## src/rtl/prog_loader.sv

```systemverilog
// prog_loader: length-prefixed byte stream -> little-endian 32-bit word writes.
// Holds core_rst high until the image is written; optional CHECKSUM_EN adds a trailing sum byte.
// Ports: clk, rst (sync, active-high), in_valid/in_data/in_ready (byte stream),
//   mem_we/mem_addr/mem_wdata (word write), core_rst, done, err (status).
module prog_loader #(
  parameter int ADDR_W = 12
) (
  input  logic              clk,
  input  logic              rst,
  input  logic              in_valid,
  input  logic [7:0]        in_data,
  output logic              in_ready,
  output logic              mem_we,
  output logic [ADDR_W-1:0] mem_addr,
  output logic [31:0]       mem_wdata,
  output logic              core_rst,
  output logic              done,
  output logic              err
);

`ifdef CHECKSUM_EN
  typedef enum logic [2:0] {
    HDR0, HDR1, DATA, WRITE, CHK, DONE, ERR
  } state_t;
  localparam state_t LAST = CHK;
`else
  typedef enum logic [2:0] {
    HDR0, HDR1, DATA, WRITE, DONE, ERR
  } state_t;
  localparam state_t LAST = DONE;
`endif

  localparam logic [16:0] DEPTH = 17'(1) << ADDR_W;

  state_t            state, state_n;
  logic [7:0]        len_lo;
  logic [ADDR_W:0]   len;
  logic [1:0]        byte_cnt;
  logic [ADDR_W:0]   word_idx;
  logic [ADDR_W:0]   idx_next;
  logic [15:0]       len_full;
  logic              take;
`ifdef CHECKSUM_EN
  logic [7:0]        csum;
`endif

  assign take     = in_valid & in_ready;
  assign len_full = {in_data, len_lo};
  assign idx_next = word_idx + (ADDR_W+1)'(1);

  always_ff @(posedge clk) begin
    if (rst) state <= HDR0;
    else     state <= state_n;
  end

  always_comb begin
    state_n = state;
    unique case (state)
      HDR0: if (take) state_n = HDR1;
      HDR1: begin
        if (take) begin
          if (len_full == 16'd0)
            state_n = LAST;
          else if ({1'b0, len_full} > DEPTH)
            state_n = ERR;
          else
            state_n = DATA;
        end
      end
      DATA:  if (take && byte_cnt == 2'd3) state_n = WRITE;
      WRITE: state_n = (idx_next == len) ? LAST : DATA;
`ifdef CHECKSUM_EN
      CHK: begin
        if (take) state_n = (in_data == csum) ? DONE : ERR;
      end
`endif
      DONE:    state_n = DONE;
      ERR:     state_n = ERR;
      default: state_n = HDR0;
    endcase
  end

  always_comb begin
    in_ready = 1'b0;
    mem_we   = 1'b0;
    core_rst = 1'b1;
    done     = 1'b0;
    err      = 1'b0;
    mem_addr = word_idx[ADDR_W-1:0];
    unique case (state)
      HDR0, HDR1, DATA: in_ready = !rst;
`ifdef CHECKSUM_EN
      CHK:   in_ready = !rst;
`endif
      WRITE: mem_we = 1'b1;
      DONE: begin
        core_rst = 1'b0;
        done     = 1'b1;
      end
      ERR:     err = 1'b1;
      default: in_ready = 1'b0;
    endcase
  end

  always_ff @(posedge clk) begin
    if (rst) begin
      len_lo    <= '0;
      len       <= '0;
      byte_cnt  <= '0;
      word_idx  <= '0;
      mem_wdata <= '0;
`ifdef CHECKSUM_EN
      csum      <= '0;
`endif
    end else begin
      if (state == HDR0 && take)
        len_lo <= in_data;
      if (state == HDR1 && take)
        len <= len_full[ADDR_W:0];
      if (state == DATA && take) begin
        mem_wdata[{byte_cnt, 3'b000} +: 8] <= in_data;
        byte_cnt <= byte_cnt + 2'd1;
`ifdef CHECKSUM_EN
        csum <= csum + in_data;
`endif
      end
      if (state == WRITE)
        word_idx <= idx_next;
    end
  end

endmodule

```

## config.mk

```make
export PLATFORM = sky130hd
export DESIGN_NAME = prog_loader
export DESIGN_NICKNAME = d
export VERILOG_FILES = /design/src/rtl/prog_loader.sv
export SDC_FILE = /design/constraint.sdc
export NUM_CORES = 1
export LEC_CHECK = 0
export BUFFER_PORTS_ARGS = -buffer_cell sky130_fd_sc_hd__clkbuf_2
export CAP_MARGIN = 20
export CORE_MARGIN = 2
export CORE_UTILIZATION = 50
export DETAILED_ROUTE_END_ITERATION = 10
export PLACE_DENSITY = 0.84
export SLEW_MARGIN = 20
export SYNTH_ARGS = -nofsm -noshare
export SYNTH_HDL_FRONTEND = slang
export SYNTH_SLANG_ARGS = --single-unit
```

## constraint.sdc

```tcl
create_clock -name clk -period 2.55 [get_ports clk]
set_input_delay 0.1275 -clock clk [delete_from_list [all_inputs] [get_ports clk]]
set_output_delay 0.1275 -clock clk [all_outputs]
set_load 0.02 [all_outputs]
```

After elaboration in Yosys (flattened, before gate mapping)
Cells that the tools add are included.
{"block": "word_totals", "ff_bits": 71, "in_bits": 11, "out_inout_bits": 49, "word_cells": 45}
{"block": "classes", "n_addsub": 3, "n_lt_le_gt_ge": 1, "eq_ne": 10, "n_shift": 2, "mux": 13, "bitwise": 1, "reduce_logical": 9}
{"op": "32-bit bitwise mux", "n": 1}
{"op": "8-bit by 7-bit variable shift with 32-bit output (first input constant)", "n": 1}
{"op": "8-bit by 7-bit indexed part select with 32-bit output", "n": 1}
{"op": "3-bit 2-to-1 mux", "n": 6}
{"op": "3-bit one-hot mux with 6 select lines", "n": 1}
{"op": "16-bit by 13-bit > comparator with 1-bit output (second input constant)", "n": 1}
{"op": "16-bit logical NOT", "n": 1}
{"op": "13-bit by 1-bit adder with 13-bit output (second input constant)", "n": 1}
{"op": "13-bit equality test", "n": 1}
{"op": "5-bit negator with 7-bit output", "n": 1}
{"op": "3-bit by 2-bit equality test with 1-bit output (second input constant)", "n": 2}
{"op": "3-bit equality test (second input constant)", "n": 2}
{"op": "2-bit inequality test (second input constant)", "n": 3}
{"op": "1-bit 2-to-1 mux", "n": 5}
{"op": "1-bit logical AND", "n": 4}
{"op": "3-bit by 1-bit equality test with 1-bit output (second input constant)", "n": 1}
{"op": "3-bit logical NOT", "n": 1}
{"op": "3-bit AND reduction", "n": 1}
{"op": "3-bit OR reduction", "n": 1}
{"op": "2-bit by 1-bit adder with 2-bit output (second input constant)", "n": 1}
{"op": "2-bit equality test (second input constant)", "n": 1}
{"op": "1-bit bitwise AND", "n": 1}
{"op": "1-bit logical NOT", "n": 1}

Logic depth before layout (Yosys ltp)
Gate-level depths: netlist of the first run.
{"block": "logic_depth", "depth_word": 7, "ltp_mapped": 7, "mapped_depth_nobuf": 7}

Least setup slack after synthesis of the first run
No wires, ideal clock.
{"block": "synth_timing", "path_kind": "register to register", "startpoint": "register word_idx[0]", "endpoint": "register state[1]", "setup_ns": 0.130, "arrival_ns": 1.643, "required_ns": 2.420, "setup_slack_ns": 0.777, "path_stages_with_launch": 8, "path_buffers": 0, "period_less_slack_ns": 1.773, "cell_sequence": "dfxtp_1 > ha_1 > nand3_2 > nor3_2 > xnor2_1 > a2111oi_4 > and4_1 > nor3_1"}
{"block": "synth_between", "elab_chain_len": 4}
{"item": "start: declaration", "line": "39", "rtl": "logic [ADDR_W:0] word_idx;"}
{"item": "start signal: assignment", "line": "128", "rtl": "word_idx <= idx_next;"}
{"item": "13-bit by 1-bit adder with 13-bit output", "line": "49", "rtl": "assign idx_next = word_idx + (ADDR_W+1)'(1);"}
{"item": "13-bit equality test", "line": "71", "rtl": "WRITE: state_n = (idx_next == len) ? LAST : DATA;"}
{"item": "3-bit 2-to-1 mux", "line": "71"}
{"item": "3-bit one-hot mux with 6 select lines", "line": "58", "rtl": "unique case (state)"}
{"item": "end signal: assignment", "line": "53", "rtl": "else state <= state_n;"}
{"item": "end: declaration", "line": "35", "rtl": "state_t state, state_n;"}
Every way passes these cells.
A chain may end at the register's enable or synchronous reset.

Worst setup path in the final report of the first run
Ends and elaborated chain as after synthesis.

==> impl_metrics.toml, run 1 <==
[sta]
fin_skew_ns = 0.0126
period_minus_slack_ns = 1.99
fin_tns_setup_ns = 0
timing.fmax_ghz = 0.502
setup_ws_ns = 0.556
timing.final.crit_share_pct = 78.2
hold_viol_final = 0
setup_viol_count_final = 0
drv_slew = 0
rsz0062_at_grt = "no"
worst_pin_slew_ns = 0.651
slew_headroom_pct = 56.1

[global_routing]
grt_usage_pct = 22.7
antenna_found_initial = 0
grt_overflow = 0
grtUsageMet2_pct = 38.4
grt_pass1_wl_um = 13400
met1_usage_pct = 26.2
top_usage_layer = "met2"
grt_pass1_vias = 3025
use_met3_pct = 7.24
grt_max_degree = 49

[worst_setup_path]
path_max_fanout = 10
arrival_ns = 2.21
path_class = "register to register"
critical_path.startpoint_type = "register"
cp-end-kind = "register"
worstPathRequired_ns = 2.77

[clocking]
cts_tree = "done"
clk_pin_slew_ns = 0.07
numCtsBuffers = 9
hold_buffers = 0
htreeDepth = 3
clock-sinks = 71
clock_path_buffers = 2
root_buffer = "clkbuf_8"
clock_latency_ns = 0.36
cts_resized = 0
cts_setup_buffers = 0

[finish]
drive_gt1_share_pct = 19.1
antennaDiodeCount = 0
area_growth_syn_to_layout_pct = 13.9
nNetsFinal = 484
final_cell_area_mm2 = 0.00389
final_util_pct = 57.9

[power_and_ir_drop]
p_leak_nw = 1.41
p_int_mw = 1.72
power_frac_seq_pct = 49.9
clkPwrFrac_pct = 44.6
vdd.ir_drop.worst_v = 0.000463
power_switching_mw = 0.553
power.density_mw_per_mm2 = 584
combPwrFrac_pct = 5.5
p_sw_share_pct = 24.4

[placed_design]
portBuffers = 59
dp_hpwl_um = 5710
place.gp.congestion = 0.861
dpl_cell_area_mm2 = 0.00366
pre_cts_ws_ns = 0.583

[floorplanning]
die_h_um = 86.6
boundaryPins = 60
die_w_um = 86.6
num_rows = 30
initial_core_util_pct = 50.8
design.core.area_mm2 = 0.00672
die_area_mm2 = 0.00751

[logic_synthesis]
synth_edf_count = 0
yosysTopAreaCell = "dfxtp_1"
synth-seq-cells = 71
ys_top_cells_by_area = "dfxtp_1, a21oi_1, nand3_1"
async_reset_ff_share_pct = 0
yosysSeqAreaShare_pct = 41.6
syn-num-nets = 442
avgSynthCellArea_um2 = 8.03
synth_warnings = 0
ys_types = 43
syn_inst = 425
synth_top_cell_area_share_pct = 41.6
syn_area_mm2 = 0.00341
synth_ff_type = "dfxtp_1"

[worst_hold_path]
hp-class = "primary input to register"

[routing]
drtIter0Drc = 217
first_pass_iters = 5
via_count = 3216
wire_per_inst_um = 14.9
drcViolationCount = 0
drt_wl_total_um = 8250
drtAntennaViolNets = 0
routed_via_density = 5.83

[job]
max-cap-violations = 0

[run_status]
status = "completed"
## metal layers
metal,up-vias,part of all wire (%)
li1,1542,-
met3,25,6.2
met1,1502,41
met4,0,3.3
met5,-,0
met2,147,49
## critical path, stage by stage, from the launching register on
cell,delay [ns]
dfxtp_1,0.45
ha_1,0.28
nand3_2,0.20
nor3_2,0.18
xnor2_1,0.12
a2111oi_4,0.34
and4_1,0.24
nor3_1,0.04
## cells in the final DEF, fill, tap and decap left out, drive strengths merged, types with 2 or more instances in the layout
master / n
and2: 5
nor2: 18
a21boi: 2
o211ai: 3
nand2: 74
xor2: 5
inv: 13
o21ai: 3
nor2b: 2
or3: 4
xnor2: 22
and4: 2
dfxtp: 71
ha: 6
nor3b: 4
bufinv: 2
nor4: 5
a21oi: 60
nand4: 5
a31oi: 3
clkbuf: 68
nor3: 10
clkinvlp: 2
nand3: 61
buf: 8
## synth_stat cells (4+ instances only)
| library cell | count |
|---|---|
| nand3_1 | 60 |
| nor2_1 | 18 |
| nand4_1 | 4 |
| dfxtp_1 | 71 |
| a21oi_1 | 60 |
| nor3_1 | 9 |
| inv_1 | 10 |
| or3_1 | 4 |
| clkbuf_1 | 14 |
| buf_4 | 18 |
| xnor2_1 | 22 |
| and2_1 | 5 |
| nand2_1 | 74 |
| xor2_1 | 5 |
| ha_1 | 6 |
| nor4_1 | 5 |
## cell families after synthesis
logic type,share of synthesized area [%]
AOI/OAI and AO/OA,14.1
xor gates and xnor gates,6.93
adders and majority gates,2.20
buffers and inverters,7.18
DFF,41.6
muxes,0.293
and+or+nand+nor,27.7
## area by class of cell
class | count | area [um2]
flip-flops and latches | 71 | 1420
clock buffers | 9 | 124
clock inverters | 7 | 101
well taps | 80 | 100
repair buffers | 67 | 355
fillers | 593 | 2830
inverters | 10 | 37.5
multi-input cells | 308 | 1750
## power by group through the flow
stage / Clock, mW / Sequential [mW] / Combinational [mW]
after floorplan: 0 / 1.15 / 0.0819
after global placement: 0 / 1.16 / 0.118
after detailed placement: 0 / 1.16 / 0.121
after CTS: 1.04 / 1.13 / 0.121
after global routing: 1.09 / 1.13 / 0.133
final: 1.01 / 1.13 / 0.124
## worst paths after layout
check | slack [ns] | from | to | cells after the start
worst max-delay path | 0.56 | word_idx[0]$_SDFFE_PP0P_ | state[1]$_SDFFE_PP0P_ | 7
worst min-delay path | 0.13 | in_valid | state[0]$_SDFFE_PP0P_ | 3
worst max register to register | 0.56 | word_idx[0]$_SDFFE_PP0P_ | state[1]$_SDFFE_PP0P_ | 7
worst min register to register | 0.45 | mem_wdata[10]$_SDFFE_PP0P_ | mem_wdata[10]$_SDFFE_PP0P_ | 2
## per-stage QoR
stage	hold slack, ns	cells	total power, mW
final	0.128	552	2.27
after global routing	0.108	552	2.36
after CTS	0.110	552	2.29
after detailed placement	0.446	536	1.28
after global placement	0.438	536	1.27
after floorplan	0.275	425	1.23
## registers in the layout (all words and copies together) (netlist names)
signal	flops
state	3
byte_cnt	2
mem_wdata	32
word_idx	13
len_lo	8
len	13
Power figures use the tool's default switching activity.
==> run 2, diff against run 1 <==
Clock period 2.55 ns to 1.85 ns, I/O delays scaled along.
==> impl_metrics.toml, run 2 (synthesis gave the netlist of run 1 again) <==
[run_status]
status = "completed"

[floorplanning]
num_rows = 30
boundaryPins = 60
initial_core_util_pct = 50.8
die_w_um = 86.6
die_h_um = 86.6
design.core.area_mm2 = 0.00672
die_area_mm2 = 0.00751

[worst_setup_path]
path_max_fanout = 3
slowest_delay_ns = 0.45
cp-end-kind = "register"
crit_chain = "nor4_1 -> nand3_1 -> a2111o_1 -> a31oi_1 -> nor2_1"
arrival_ns = 1.97
critPathSlowestCell = "a2111o_1"
worstPathRequired_ns = 2.06
critical_path.startpoint_type = "register"
path_class = "register to register"

[sta]
timing.fmax_ghz = 0.571
worst_pin_slew_ns = 0.728
holdWs_ns = 0.0957
slew_headroom_pct = 51.5
timing.final.crit_share_pct = 94.7
fin_tns_setup_ns = 0
drv_slew = 0
setup_viol_count_final = 0
fin_skew_ns = 0.00661
hold_viol_final = 0
rsz0062_at_grt = "yes"
period_minus_slack_ns = 1.75

[routing]
routed_via_density = 5.63
via_count = 3224
wire_per_inst_um = 15.0
drcViolationCount = 0
drt_wl_total_um = 8610
drtIter0Drc = 260
first_pass_iters = 5
drtAntennaViolNets = 0

[clocking]
clock_path_buffers = 2
cts_tree = "done"
htreeDepth = 3
clock-sinks = 71
root_buffer = "clkbuf_8"
clock_latency_ns = 0.35
numCtsBuffers = 9
clk_pin_slew_ns = 0.08

[finish]
drive_gt1_share_pct = 25.2
area_growth_syn_to_layout_pct = 20.0
regMostFlops = "mem_wdata"
multi_input_area_mm2 = 0.00177
nFillCells = 594
instances_no_fill = 573
antennaDiodeCount = 0
ff_latch_area_mm2 = 0.00143
largest_reg_flops = 32
final_util_pct = 61.0
final_cell_area_mm2 = 0.00410
top_regs = "mem_wdata x32, len x13, word_idx x13"
final_cell_mix = "nand2_1, dfxtp_1, nand3_1, a21oi_1, clkbuf_2"
final_common_cell = "nand2_1"
nNetsFinal = 505

[placed_design]
dp.cells = 556
place.gp.congestion = 0.843
dpl_cell_area_mm2 = 0.00381
dp_hpwl_um = 6050
portBuffers = 59

[global_routing]
grt_overflow = 0
grt_pass1_vias = 3060
grt_usage_pct = 23.9
antenna_found_initial = 0
grt_max_degree = 73
grt_pass1_wl_um = 14100

[worst_hold_path]
hp-class = "primary input to register"

[power_and_ir_drop]
p_leak_nw = 1.53
power.density_mw_per_mm2 = 775
vdd.ir_drop.worst_v = 0.000534

[job]
max-cap-violations = 0
==> run 2: changes by cell type in the layout (fill, tap and decap cells not counted), sizes merged <==
cell,delta
clkinv,+2
clkinvlp,-2
buf,+21
clkbuf,+3
inv,-3
==> run 2: path summary, 6_finish.rpt <==
kind                                 to  slack [ns]                  startpoint  depth (start not counted)
max               state[0]$_SDFFE_PP0P_         0.1      len_lo[6]$_SDFFE_PP0P_                          5
min reg2reg  mem_wdata[10]$_SDFFE_PP0P_        0.46  mem_wdata[10]$_SDFFE_PP0P_                          2
min               state[0]$_SDFFE_PP0P_         0.1                    in_valid                          3
max reg2reg       state[0]$_SDFFE_PP0P_         0.1      len_lo[6]$_SDFFE_PP0P_                          5
==> run 2: metrics by stage <==
step,power [mW],worst slack [ns]
2_1_floorplan,1.70,0.0771
3_3_place_gp,1.77,0.0116
3_5_place_dp,1.77,0.0245
4_1_cts,3.19,0.00684
5_1_grt,3.29,-0.00940
6_report,3.18,0.0977
==> run 2: critical path: cells and delay by family (launching register included) <==
family,cells,cell delay [ns]
AOI/OAI and AO/OA,2,0.66
DFF,1,0.33
and+or+nand+nor,3,0.62
==> run 2: layout make-up <==
type | instances | share of cell area, %
multi-input combinational | 308 | 43.2
sequential | 71 | 35.0
timing repair buffer | 88 | 12.8
clock inverter | 4 | 1.89
tap | 80 | 2.44
inverter | 10 | 0.916
clock buffer | 12 | 3.79
==> run 2: routing by layer <==
| layer | GRT usage, % | routed length (um) | vias to the layer above |
|---|---|---|---|
| li1 | - | - | 1586 |
| met2 | 41.7 | 4330 | 119 |
| met1 | 27.6 | 3600 | 1502 |
| met4 | 8.66 | 153 | 0 |
| met3 | 7.14 | 519 | 17 |
| met5 | 0 | 0 | - |
==> run 2: repair_timing <==
item,CTS,global route
setup buffers,0,1
setup endpoints to repair,0,36
hold buffers,0,0
resized for setup,0,14
==> run 2: power by group <==
group	switching [mW]	internal, mW
Combinational	0.126	0.0630
Sequential	0.0145	1.54
Clock	0.594	0.838
